[src/rtl/npc_pkg.sv]
// Shared constants and the next-PC source encoding for the MIPS next-PC path.
package npc_pkg;

   localparam int PC_W    = 32;
   localparam int IMM16_W = 16;
   localparam int IMM26_W = 26;

   localparam logic [PC_W-1:0] PC_INC      = 32'd4;
   localparam logic [PC_W-1:0] RESET_PC_DEF = 32'h0000_0000;

   typedef enum logic [1:0] {
      NPC_SEQ    = 2'd0,
      NPC_BRANCH = 2'd1,
      NPC_JUMP   = 2'd2
   } npc_src_e;

endpackage : npc_pkg

[src/rtl/npc_target_gen.sv]
// Combinational generation of the three candidate next-PC byte addresses.
module npc_target_gen
   import npc_pkg::*;
#(
   parameter int IM_AW = 10
) (
   input  logic [IM_AW-1:0]   im_addr_i,
   input  logic [IMM16_W-1:0] imm16_i,
   input  logic [IMM26_W-1:0] imm26_i,
   output logic [PC_W-1:0]    pc_plus4_o,
   output logic [PC_W-1:0]    br_tgt_o,
   output logic [PC_W-1:0]    j_tgt_o
);

   logic [PC_W-1:0] pcCur;
   logic [PC_W-1:0] brOffset;

   // Full 32-bit arithmetic: the top IM word wraps into bit IM_AW+2, not to zero.
   assign pcCur      = {{(PC_W-IM_AW-2){1'b0}}, im_addr_i, 2'b00};
   assign pc_plus4_o = pcCur + PC_INC;

   assign brOffset = {{(PC_W-IMM16_W-2){imm16_i[IMM16_W-1]}}, imm16_i, 2'b00};
   assign br_tgt_o = pc_plus4_o + brOffset;

   assign j_tgt_o  = {pc_plus4_o[PC_W-1:PC_W-4], imm26_i, 2'b00};

endmodule : npc_target_gen

[src/rtl/next_pc_calculator.sv]
// Selects sequential, BEQ or jump target and registers it as the next PC.
module next_pc_calculator
   import npc_pkg::*;
#(
   parameter int              IM_AW    = 10,
   parameter logic [PC_W-1:0] RESET_PC = RESET_PC_DEF
) (
   input  logic                clk,
   input  logic                rst_n,
   input  logic [IMM16_W-1:0]  npc_in_imm16,
   input  logic [IMM26_W-1:0]  npc_in_imm26,
   input  logic [IM_AW-1:0]    im_out_addr,
   input  logic                npc_sel,
   input  logic                alu_zero,
   input  logic                isJump,
   output logic [PC_W-1:0]     npc_out_addr
);

   logic [PC_W-1:0] pcPlus4;
   logic [PC_W-1:0] brTgt;
   logic [PC_W-1:0] jTgt;
   npc_src_e        npcSrc;
   logic [PC_W-1:0] npc_d;
   logic [PC_W-1:0] npc_q;

   npc_target_gen #(
      .IM_AW(IM_AW)
   ) u_target_gen (
      .im_addr_i (im_out_addr),
      .imm16_i   (npc_in_imm16),
      .imm26_i   (npc_in_imm26),
      .pc_plus4_o(pcPlus4),
      .br_tgt_o  (brTgt),
      .j_tgt_o   (jTgt)
   );

   // Jump outranks a simultaneously taken branch.
   always_comb begin
      npcSrc = NPC_SEQ;
      if (isJump) begin
         npcSrc = NPC_JUMP;
      end else if (npc_sel && alu_zero) begin
         npcSrc = NPC_BRANCH;
      end
   end

   always_comb begin
      npc_d = pcPlus4;
      case (npcSrc)
         NPC_JUMP:   npc_d = jTgt;
         NPC_BRANCH: npc_d = brTgt;
         default:    npc_d = pcPlus4;
      endcase
   end

   always_ff @(posedge clk or negedge rst_n) begin
      if (!rst_n) begin
         npc_q <= RESET_PC;
      end else begin
         npc_q <= npc_d;
      end
   end

   assign npc_out_addr = npc_q;

endmodule : next_pc_calculator

[config.mk]
export PLATFORM = sky130hd
export DESIGN_NAME = next_pc_calculator
export DESIGN_NICKNAME = d
export VERILOG_FILES = /design/src/rtl/npc_pkg.sv /design/src/rtl/npc_target_gen.sv /design/src/rtl/next_pc_calculator.sv
export SDC_FILE = /design/constraint.sdc
export NUM_CORES = 1
export LEC_CHECK = 0
export ABC_CLOCK_PERIOD_IN_PS = 800
export CAP_MARGIN = 40
export CELL_PAD_IN_SITES_DETAIL_PLACEMENT = 0
export CELL_PAD_IN_SITES_GLOBAL_PLACEMENT = 1
export CORE_MARGIN = 2
export CORE_UTILIZATION = 37
export DETAILED_ROUTE_END_ITERATION = 10
export PLACE_DENSITY = 0.87
export SLEW_MARGIN = 0
export SYNTH_ARGS = -nofsm -noshare
export SYNTH_HDL_FRONTEND = slang
export SYNTH_HIERARCHICAL = 1
export SYNTH_SLANG_ARGS = --single-unit
[constraint.sdc]
create_clock -name clk -period 0.8 [get_ports clk]
set_clock_uncertainty 0.2 [all_clocks]
set_input_delay 0.16 -clock clk [delete_from_list [all_inputs] [get_ports clk]]
set_output_delay 0.16 -clock clk [all_outputs]
set_load 0.005 [all_outputs]
After elaboration in Yosys (flattened, before gate mapping)
Cells that the tools add are included.

Add/subtract/negate cells: 2. Eq/ne operators: 2. Multiplexer cells: 3. Reduce and logical (&&, ||, !) cells: 1.

Operators with widths (number): 32-bit case mux with 2 select lines (1); 32-bit adder (1); 12-bit by 3-bit adder with 13-bit output (second input constant) (1); 2-bit by 1-bit equality test with 1-bit output (second input constant) (1); 2-bit equality test (second input constant) (1); 2-bit 2-to-1 mux (1); 1-bit logical AND (1); 1-bit 2-to-1 mux (1).

Register bits after elaboration: 32. Output and inout bits: 32.

Logic depth before layout (Yosys ltp)
Gate-level depths: netlist (run 1).

Depth in word-level cells: 5. Gate-level depth with buffers: 12.

Cells and area by module
The synthesis (run 1) kept the hierarchy.

Modules (own cells, without submodules): next_pc_calculator (instances 1, cells an instance 182, area an instance 1960.6 µm², seq. area each 800.8 µm²); npc_target_gen (instances 1, cells an instance 190, area an instance 1372.6 µm², seq. area each 0.0 µm²).

Worst setup path after synthesis (run 1)
No wires, ideal clock.

Path kind: in2reg. Start point: input port im_out_addr[2]. End point: register npc_q[15], in the netlist npc_out_addr[15]. Setup time: 101 ps. Arrival: 2180 ps. Required time: 499 ps. Path slack: -1680 ps. Cell stages on the path: 12. Buffers on the path: 1. Cell sequence: and3_1 and4_1 nand2_1 xnor2_1 ha_1 nand4_1 a21oi_1 buf_2 mux2_1 o211ai_1 nand4b_1 o311ai_2.

Cells in the longest elaborated chain, start to end: 3.

Ends and longest elaborated chain: from (decl) (RTL line next_pc_calculator.sv:12) `input logic [IM_AW-1:0] im_out_addr,`; 12-bit by 3-bit adder with 13-bit output (RTL line npc_target_gen.sv:20) `assign pc_plus4_o = pcCur + PC_INC;`; via pcPlus4[9] (RTL line next_pc_calculator.sv:19) `logic [PC_W-1:0] pcPlus4;`; 32-bit adder (RTL line npc_target_gen.sv:23) `assign br_tgt_o = pc_plus4_o + brOffset;`; via brTgt[15] (RTL line next_pc_calculator.sv:20) `logic [PC_W-1:0] brTgt;`; 32-bit case mux with 2 select lines (RTL line next_pc_calculator.sv:49) `case (npcSrc)`; via npc_d[15] (RTL line next_pc_calculator.sv:23) `logic [PC_W-1:0] npc_d;`; to (signal assigned) (RTL line next_pc_calculator.sv:60) `npc_q <= npc_d;`; to (decl) (RTL line next_pc_calculator.sv:24) `logic [PC_W-1:0] npc_q;`.

The timed path passes the listed nets, and every way through them passes these cells.

Final worst setup path (run 1)
Start point: input port im_out_addr[4]. End point: register npc_q[28], in the netlist npc_out_addr[28].

Same word-level chain as after synthesis.

==> metrics.md, run 1 <==
| Metric | Value |
|---|---|
| Die Y | `98.9 um` |
| Fin. max-slew vios | `0` |
| Port bufs | `88` |
| DRC errors left | `0` |
| Worst-path fanout max | `8` |
| Drt first pass iters | `4` |
| Synth unique cells | `45` |
| Post-Layout Cell Count | `623` |
| Row cnt | `34` |
| Largest family of logic cells by synthesized area | `compound AO/OA/AOI/OAI gates` |
| Initial DRC count | `163` |
| Die area | `9780 um^2` |
| Register area | `801 um^2` |
| Max Freq | `422 MHz` |
| All-layer global routing usage | `20.4%` |
| VDD IR max | `687 uV` |
| DRT antenna net count | `0` |
| CP Class | `input pin to flip-flop` |
| Vias in the first global route | `roughly 3,300` |
| Placed Cells incl. Taps | `592` |
| Synth warnings | `6` |
| Pre-CTS setup slack | `-2.33 ns` |
| Post-route cell area | `5230 um^2` |
| Cts bufs inserted | `5` |
| Detailed Route WL | `10,400 um` |
| Via-to-Cell Ratio | `between 5 and 6` |
| Violated checks | `negative hold slack, negative setup slack` |
| Final Power | `~6.1 mW` |
| Hold_ws | `-0.504 ns` |
| Share of cells above drive strength 1 | `49.3%` |
| Lkg Pwr | `2.19 nW` |
| Syn Area/Cell | `8.96 um^2` |
| Max-cap violations | `0` |
| Outcome | `complete, but fails checks` |
| Post-Synth Adder-Cell Area | `between 5 and 6%` |
| Nets | `approximately 600` |
| Critical Path Source Type | `input pin` |
| Post-synthesis mux area share | `0.938%` |
| Io pins | `between 80 and 90` |
| H-tree depth | `2` |
| CORE AREA | `roughly 8700 um^2` |
| CTS tree | `done` |
| Final worst path period share | `296%` |
| Diode count | `0` |
| RSZ-0062 raised after global routing | `true` |
| Worst min-delay path class | `input pin to async pin` |
| Area of the multi-input gates | `2470 um^2` |
| Initial antenna violation count | `0` |
| Critical Path End Type | `flip-flop` |
| Sum Neg Setup Slack | `-49.82 ns` |
| Largest net degree at the start of global routing | `42` |
| Synth Area in XOR/XNOR | `4.99%` |
| Post-DP HPWL | `6500 um` |
| Total gr overflow | `0` |
| Max reg flops | `32` |
| Seq/Total Area, Yosys | `24.0%` |
| Sink Count | `32` |
| Pwr Density | `roughly 1200 nW/um^2` |
| Global-route wire length before repair | `16,100 um` |
| Initial Utilization | `38.2%` |
| Routed len/inst | `16.7 um` |
| Syn Inst Count | `372` |
| Asr flop ratio synth | `100%` |
| Setup-failing EPs final | `62` |
| Reg clk slew, reported paths | `0.08 ns` |
| Synthesized flop and latch total | `32` |
| Dpl cell area | `around 4600 um^2` |
| Mapped Area | `around 3300 um^2` |
| Die Wd | `98.9 um` |
| Fin. Hold Viols | `32` |
| Util after Layout | `60.0%` |
| Via count | `3,175` |
| CP arrival | `2.32 ns` |
| Simple-gate share of the synthesized area | `18.9%` |
| GPL Wtd Cong | `0.963` |
| Compound-Gate Fraction of Synth Area | `around a quarter` |
| Ys flop type | `dfrtp_1` |
| Post-route minimum period | `2.37 ns` |
| Layout area overhead | `57.0%` |
| Root Driver | `clkbuf_8` |
| CTS max path bufs | `2` |
| Worst Path Required | `around 0.75 ns` |
| Fill cells | `711` |
| Final WS setup | `-1.57 ns` |
| Number of flops mapped to enable cells by yosys | `0` |
-- routing by layer --
metal	track usage, %	share of wire (%)
met3	3.40	5.2
met5	0	0
met4	6.53	3.0
met2	36.1	51
met1	25.0	40
-- power by group --
part / total (mW) / switching [mW] / internal, mW
sequential: 1.83 / 0.0523 / 1.77
clock: 1.35 / 0.738 / 0.608
combinational: 2.96 / 1.37 / 1.59
-- what timing repair did --
action / CTS / global route
gates cloned: 1 / 0
gates resized for setup: 242 / 26
pin swaps: 50 / 33
setup endpoints to repair: 62 / 62
endpoints found under the hold margin: 32 / 32
buffers inserted: 19 / 6
-- Yosys cell counts (all sizes together), types with 2 or more instances --
library cell	number	area share, %
a21o	4	0.90
a21oi	18	3.0
a31oi	2	0.83
and3	2	0.38
buf	73	16
clkbuf	6	0.68
dfrtp	32	24
ha	12	4.5
inv	39	4.4
mux2i	2	0.60
nand2	40	4.5
nand2b	3	0.56
nand3	10	1.5
nand4	5	0.94
nand4b	32	8.4
nor2	8	0.98
nor3	2	0.30
o211ai	5	1.3
o21ai	10	1.5
o311ai	32	15
o31ai	3	1.1
or3	2	0.38
xnor2	14	3.7
xor2	5	1.3
-- cell usage in the layout (no fill, tap or decap), types with 7 or more instances in the layout --
cell	n
a21oi_2	7
a21oi_4	9
buf_12	7
buf_2	35
buf_4	76
buf_6	18
clkdlybuf4s50_1	41
conb_1	29
dfrtp_1	32
ha_4	11
inv_1	35
nand2_1	38
nand3_1	7
nand4b_1	32
o21ai_2	8
o311ai_2	31
xnor2_2	8
-- final cells by class --
cell class / instances / area share, %
multi-input combinational: 251 / 47.2
sequential: 32 / 15.3
clock buffer: 5 / 1.31
inverter: 39 / 2.89
timing repair buffer: 185 / 30.3
tap: 108 / 2.58
clock inverter: 3 / 0.359
-- cells by family after synthesis --
group	after synthesis
other cells	1
flops	32
fa+ha+maj	13
xor+xnor	19
buf+inv	118
compound gates	78
simple gates	108
mux	3
-- path summary, 6_finish.rpt --
check / startpoint / endpoint / slack (ns) / cells after the start
max in group asynchronous: rst_n / npc_out_addr[0]$_DFF_PN0_ / 0.55 / 2
worst min-delay path: rst_n / npc_out_addr[12]$_DFF_PN0_ / -0.50 / 1
worst max-delay path: im_out_addr[4] / npc_out_addr[28]$_DFF_PN0_ / -1.57 / 13
min in group clk: isJump / npc_out_addr[23]$_DFF_PN0_ / 0.13 / 4
-- critical path, cell delays in order --
cell      delay, ns
buf_6          0.08
and3_4         0.21
and4_4         0.23
nand4_1        0.13
xnor2_2        0.20
ha_4           0.31
o211ai_1       0.12
buf_4          0.16
o31ai_4        0.20
buf_12         0.18
a21oi_4        0.06
nand4b_1       0.14
o311ai_2       0.13
Power figures use the tool's default switching activity.
==> run 2, diff against run 1 <==
--- a/config.mk
+++ b/config.mk
@@ -12,7 +12,8 @@
 export CORE_MARGIN = 2
 export CORE_UTILIZATION = 37
 export DETAILED_ROUTE_END_ITERATION = 10
-export PLACE_DENSITY = 0.87
+export PLACE_DENSITY = 0.85
+export REMOVE_ABC_BUFFERS = 1
 export SLEW_MARGIN = 0
 export SYNTH_ARGS = -nofsm -noshare
 export SYNTH_HDL_FRONTEND = slang
==> metrics.md, run 2 (synthesis gave the netlist of run 1 again) <==
| Metric | Value |
|---|---|
| Outcome | `complete, but fails checks` |
| Violated checks | `negative setup slack` |
| CORE AREA | `8720 um^2 (unchanged)` |
| Worst path max stage delay | `0.30 ns (about the same)` |
| Global-route wire length before repair | `15,900 um (-1.5%)` |
| Final Power | `6.08 mW (-0.76%)` |
| Most frequent cells in the layout | `buf_4, clkdlybuf4s50_1, nand2_1, inv_1, buf_2` |
| Register area | `801 um^2 (unchanged)` |
| CP arrival | `2.34 ns (+0.02 ns)` |
| Max reg flops | `32 (unchanged)` |
| Largest net degree at the start of global routing | `38 (-9.5%)` |
| Max Freq | `418 MHz (-0.92%)` |
| Diode count | `0 (unchanged)` |
| Crit path depth | `13 (unchanged)` |
| Final worst path period share | `299% (+2.7 points)` |
| CTS tree | `done` |
| Setup crit start | `im_out_addr[2]` |
| DRT antenna net count | `0 (unchanged)` |
| Dpl cell area | `4520 um^2 (-2.4%)` |
| Detailed Route WL | `10,400 um (+0.38%)` |
| Pwr Density | `1140 nW/um^2 (-2.3%)` |
| Die Wd | `98.9 um (unchanged)` |
| Sink Count | `32 (unchanged)` |
| Worst min-delay path class | `input pin to flip-flop` |
| Fin. Hold Viols | `0 (-100%)` |
| Slew HR | `63.9%` |
| Commonest non-fill, non-tap cell in the layout | `buf_4` |
| Layout area overhead | `59.4%` |
| Vias in the first global route | `3,374 (+0.90%)` |
| Share of cells above drive strength 1 | `49.3% (about the same)` |
| Via-to-Cell Ratio | `5.10 (+0.16%)` |
| Initial antenna violation count | `0 (unchanged)` |
| Setup crit end | `npc_out_addr[14]$_DFF_PN0_` |
| VDD IR max | `639 uV (-7.0%)` |
| Post-route cell area | `5310 um^2 (+1.5%)` |
| Post-DP HPWL | `6490 um (about the same)` |
| Clock network power share | `21.5% (-0.5 points)` |
| CTS Hold Buffers Added | `0` |
| Reg power frac | `29.8% (about the same)` |
| Sum Neg Setup Slack | `-50.79 ns (-0.969 ns)` |
| Drt first pass iters | `5 (+1)` |
| P_sw | `2.00 mW (-7.5%)` |
| Least-Margin Pin Slew | `around 0.54 ns` |
| Switching Fraction | `32.8% (-2.4 points)` |
| Total gr overflow | `0 (unchanged)` |
| Fin. max-slew vios | `0 (unchanged)` |
| Max-cap violations | `0 (unchanged)` |
| Row cnt | `34 (unchanged)` |
| Internal power | `4.09 mW (+2.9%)` |
| Io pins | `89 (unchanged)` |
| Reg clk slew, reported paths | `0.07 ns (about the same)` |
| Die Y | `98.9 um (unchanged)` |
| Post-route minimum period | `2.39 ns (+0.0219 ns)` |
| Fill cells | `701 (-1.4%)` |
| Pre-CTS setup slack | `-2.37 ns (-0.0384 ns)` |
| Hold_ws | `0.00448 ns (+0.508 ns)` |
| DRC errors left | `0 (unchanged)` |
| Final WS setup | `-1.59 ns (-0.0219 ns)` |
| Most common cell on crit path | `xnor2_2` |
| GPL Wtd Cong | `0.878 (-8.8%)` |
| Routed len/inst | `16.5 um (-1.2%)` |
| Worst path bufs/invs | `1 (-2)` |
| Initial Utilization | `38.2% (unchanged)` |
| Port bufs | `88 (unchanged)` |
| H-tree depth | `2 (unchanged)` |
| Initial DRC count | `73 (-55%)` |
| Die area | `9780 um^2 (unchanged)` |
| CP Class | `input pin to flip-flop` |
| Crit path cell chain | `buf_6 > and3_4 > and4_1 > nand4_1 > xnor2_2 > ha_4 > o211ai_1 > nor2_1 > nand3_1 > o221a_4 > xnor2_2 > nand4b_1 > o311ai_2` |
| CP max stage cell | `ha_4` |
| Via count | `3,231 (+1.8%)` |
| Critical Path End Type | `flip-flop` |
| Combinational share of power | `48.7% (+0.4 points)` |
| Critical Path Source Type | `input pin` |
| Root Driver | `clkbuf_8` |
| RSZ-0062 raised after global routing | `true` |
| Nets | `594 (+1.7%)` |
| Lkg Pwr | `2.25 nW (+2.8%)` |
| Area of the multi-input gates | `2460 um^2 (-0.30%)` |
| Worst Path Required | `0.75 ns (about the same)` |
| CTS max path bufs | `2 (unchanged)` |
| Worst-path fanout max | `3 (-5)` |
| Cts bufs inserted | `5 (unchanged)` |
| Delay-heaviest family, CP | `simple AND/OR/NAND/NOR gates` |
| Setup-failing EPs final | `62 (unchanged)` |
| All-layer global routing usage | `19.9% (-0.46 points)` |
## run 2: changes by cell type in the layout (fill, tap and decap cells not counted), sizes merged
cell / previous run / this run
buf: 138 / 148
clkinv: 3 / 0
dlygate4sd2: 3 / 6
clkdlybuf4s15: 3 / 2
clkbuf: 5 / 8
and2: 2 / 1
clkdlybuf4s50: 41 / 40
## run 2: routing by layer
| layer | vias up | track usage, % | wire (um) |
|---|---|---|---|
| met4 | 0 | 6.74 | 429 |
| li1 | 1545 | - | - |
| met2 | 115 | 37.1 | 5570 |
| met5 | - | 0 | 0 |
| met1 | 1540 | 22.4 | 3920 |
| met3 | 31 | 3.90 | 498 |
## run 2: stage by stage
stage / util [%] / cells
2_1_floorplan: - / 321
3_3_place_gp: 51.8 / 591
3_5_place_dp: 51.8 / 591
4_1_cts: 58.6 / 627
5_1_grt: 60.9 / 633
6_report: 60.9 / 633
## run 2: layout make-up
cell class | instances | share of cell area (%)
Multi-Input combinational cell | 250 | 46.4
Timing Repair Buffer | 196 | 31.5
Sequential cell | 32 | 15.1
Inverter | 39 | 2.80
Tap cell | 108 | 2.54
Clock buffer | 8 | 1.70
## run 2: repair_timing
action	in CTS	in global routing
cloned	0	0
pin swaps	63	27
resized for setup	268	25
buffers inserted	29	8
setup endpoints to repair	62	62
## run 2: worst min-delay path by stage
stage	cells after the start	start	endpoint	slack, ns
2_1_floorplan	0	rst_n	npc_out_addr[0]$_DFF_PN0_	-0.34
3_3_place_gp	3	isJump	npc_out_addr[27]$_DFF_PN0_	0.28
3_5_place_dp	3	isJump	npc_out_addr[27]$_DFF_PN0_	0.29
4_1_cts	3	isJump	npc_out_addr[27]$_DFF_PN0_	0.01
5_1_grt	3	isJump	npc_out_addr[27]$_DFF_PN0_	0.04
6_report	3	isJump	npc_out_addr[27]$_DFF_PN0_	0.004
## run 2: power by group through the flow
stage	Combinational, mW	Clock [mW]	Sequential, mW
after floorplan	0.965	0	1.87
after global placement	2.29	0	1.85
after detailed placement	2.34	0	1.85
after CTS	2.65	1.34	1.82
after global routing	3.17	1.41	1.83
final	2.96	1.31	1.81
==> run 3, diff against run 2 <==
--- a/config.mk
+++ b/config.mk
@@ -12,7 +12,7 @@
 export CORE_MARGIN = 2
 export CORE_UTILIZATION = 37
 export DETAILED_ROUTE_END_ITERATION = 10
-export PLACE_DENSITY = 0.85
+export PLACE_DENSITY_LB_ADDON = 0.1
 export REMOVE_ABC_BUFFERS = 1
 export SLEW_MARGIN = 0
 export SYNTH_ARGS = -nofsm -noshare
==> metrics.md, run 3 (synthesis gave the netlist of run 1 again) <==
| Metric | Value |
|---|---|
| Placed Cells incl. Taps | `591 (unchanged)` |
| Critical Path End Type | `flip-flop` |
| CORE AREA | `8720 um^2 (unchanged)` |
| Total gr overflow | `0 (unchanged)` |
| H-tree depth | `2 (unchanged)` |
| Via-to-Cell Ratio | `4.91 (-3.8%)` |
| Io pins | `89 (unchanged)` |
| VDD IR max | `689 uV (+7.8%)` |
| CTS max path bufs | `2 (unchanged)` |
| DRT antenna net count | `0 (unchanged)` |
| Die Wd | `98.9 um (unchanged)` |
| M1 wire length | `3970 um (+1.2%)` |
| DRC errors left | `0 (unchanged)` |
| Max-cap violations | `0 (unchanged)` |
| Vias in the first global route | `3,222 (-4.5%)` |
| CTS tree | `done` |
| Die Y | `98.9 um (unchanged)` |
| Worst hold path depth | `2 (-1)` |
| All-layer global routing usage | `19.9% (-0.044 points)` |
| CP Class | `input pin to flip-flop` |
| Detailed Route WL | `9490 um (-9.0%)` |
| Setup-failing EPs final | `62 (unchanged)` |
| Post-Layout Cell Count | `629 (-0.63%)` |
| Lkg Pwr | `2.25 nW (about the same)` |
| Max layer used | `met4` |
| Outcome | `complete, but fails checks` |
| Worst path max stage delay | `0.31 ns (about the same)` |
| Die area | `9780 um^2 (unchanged)` |
| CP max stage cell | `ha_4` |
| Crit path depth | `13 (unchanged)` |
| Violated checks | `negative hold slack, negative setup slack` |
| Global-route wire length before repair | `15,600 um (-2.1%)` |
| CP arrival | `2.27 ns (-0.07 ns)` |
| Worst path bufs/invs | `1 (unchanged)` |
| Met2 WL post-DR | `4830 um (-13%)` |
| Delay-heaviest family, CP | `simple AND/OR/NAND/NOR gates` |
| Routed len/inst | `15.1 um (-8.4%)` |
| Max reg flops | `32 (unchanged)` |
| Initial DRC count | `66 (-9.6%)` |
| Register area | `801 um^2 (unchanged)` |
| Worst-path fanout max | `4 (+1)` |
| Share of cells above drive strength 1 | `50.1% (+0.76 points)` |
| Worst Path Required | `0.76 ns (about the same)` |
| RSZ-0062 raised after global routing | `true` |
| Reg clk slew, reported paths | `0.08 ns (about the same)` |
| Via count | `3,088 (-4.4%)` |
| Area of the multi-input gates | `2470 um^2 (+0.15%)` |
| Critical Path Source Type | `input pin` |
| Final WS setup | `-1.51 ns (+0.0831 ns)` |
| Sink Count | `32 (unchanged)` |
| Cts bufs inserted | `5 (unchanged)` |
| CTS Hold Buffers Added | `1 (+1)` |
| Post-route minimum period | `2.31 ns (-0.0831 ns)` |
| Worst min-delay path class | `input pin to flip-flop` |
| Drt first pass iters | `4 (-1)` |
| Nets | `590 (-0.67%)` |
| Post-DP HPWL | `6040 um (-6.9%)` |
| Layout area overhead | `59.1%` |
| Row cnt | `34 (unchanged)` |
| Final Power | `6.28 mW (+3.2%)` |
| Pwr Density | `1180 nW/um^2 (+3.4%)` |
| Hold_ws | `-0.00868 ns (-0.0132 ns)` |
| Final worst path period share | `289% (-10 points)` |
| Max Freq | `433 MHz (+3.6%)` |
| Most frequent cells in the layout | `buf_4, clkdlybuf4s50_1, nand2_1, buf_2, inv_1` |
| Port bufs | `88 (unchanged)` |
| GPL Wtd Cong | `0.786 (-10%)` |
| Diode count | `0 (unchanged)` |
| Fill cells | `768 (+9.6%)` |
| Largest net degree at the start of global routing | `40 (+5.3%)` |
| Metal3 WL | `460 um (-7.6%)` |
| Root Driver | `clkbuf_8` |
| Commonest non-fill, non-tap cell in the layout | `buf_4` |
| Initial antenna violation count | `0 (unchanged)` |
| Crit path cell chain | `buf_6 > and3_4 > and4_4 > nand4_1 > xnor2_2 > ha_4 > o211ai_1 > nor2_1 > nand3_1 > o221a_4 > xnor2_2 > nand4b_1 > o311ai_2` |
| Most common cell on crit path | `xnor2_2` |
| Fin. max-slew vios | `0 (unchanged)` |
| Initial Utilization | `38.2% (unchanged)` |
| Fin. Hold Viols | `1 (+1)` |
[run 3: path summary, 6_finish.rpt]
path	start	slack [ns]	endpoint
min in group asynchronous	rst_n	0.15	npc_out_addr[16]$_DFF_PN0_
max	im_out_addr[4]	-1.51	npc_out_addr[14]$_DFF_PN0_
min	isJump	-0.009	npc_out_addr[4]$_DFF_PN0_
max in group asynchronous	rst_n	0.08	npc_out_addr[12]$_DFF_PN0_
[run 3: area by class of cell]
cell class                      instances  share of cell area, %
Clock buffer                            5                   1.30
Clock inverter                          3                  0.802
Inverter                               39                   2.81
Multi-Input combinational cell        251                   46.5
Sequential cell                        32                   15.1
Tap cell                              108                   2.55
Timing Repair Buffer                  191                   30.9
[run 3: what timing repair did]
item                                    4_1_cts  5_1_grt
pin swaps                                    57       43
endpoints found under the setup margin       62       62
resized for setup                           266       30
endpoints found under the hold margin        33        1
setup buffers                                22        7
gates cloned                                  3        0
[run 3: report_power, final]
| part | leakage (nW) | switching, mW | total [mW] | internal, mW |
|---|---|---|---|---|
| Clock | 0.0541 | 0.674 | 1.60 | 0.922 |
| Sequential | 0.385 | 0.0335 | 1.81 | 1.77 |
| Combinational | 1.81 | 1.29 | 2.88 | 1.59 |
[run 3: metrics by stage]
stage	setup TNS [ns]	instance area (um^2)	util (%)	setup WS [ns]	hold slack [ns]
2_1_floorplan	-42.08	2890	-	-1.84	-0.336
3_3_place_gp	-74.33	4510	51.7	-2.34	-0.0672
3_5_place_dp	-75.29	4510	51.7	-2.37	-0.0633
4_1_cts	-48.69	5110	58.6	-1.52	-0.0156
5_1_grt	-52.79	5300	60.8	-1.61	-0.0103
6_report	-49.10	5300	60.8	-1.51	-0.00868
[run 3: routing by layer]
metal	GRT usage, %	vias to the layer above
li1	-	1537
met1	24.1	1442
met2	36.0	91
met3	3.26	18
met4	5.58	0
met5	0	-
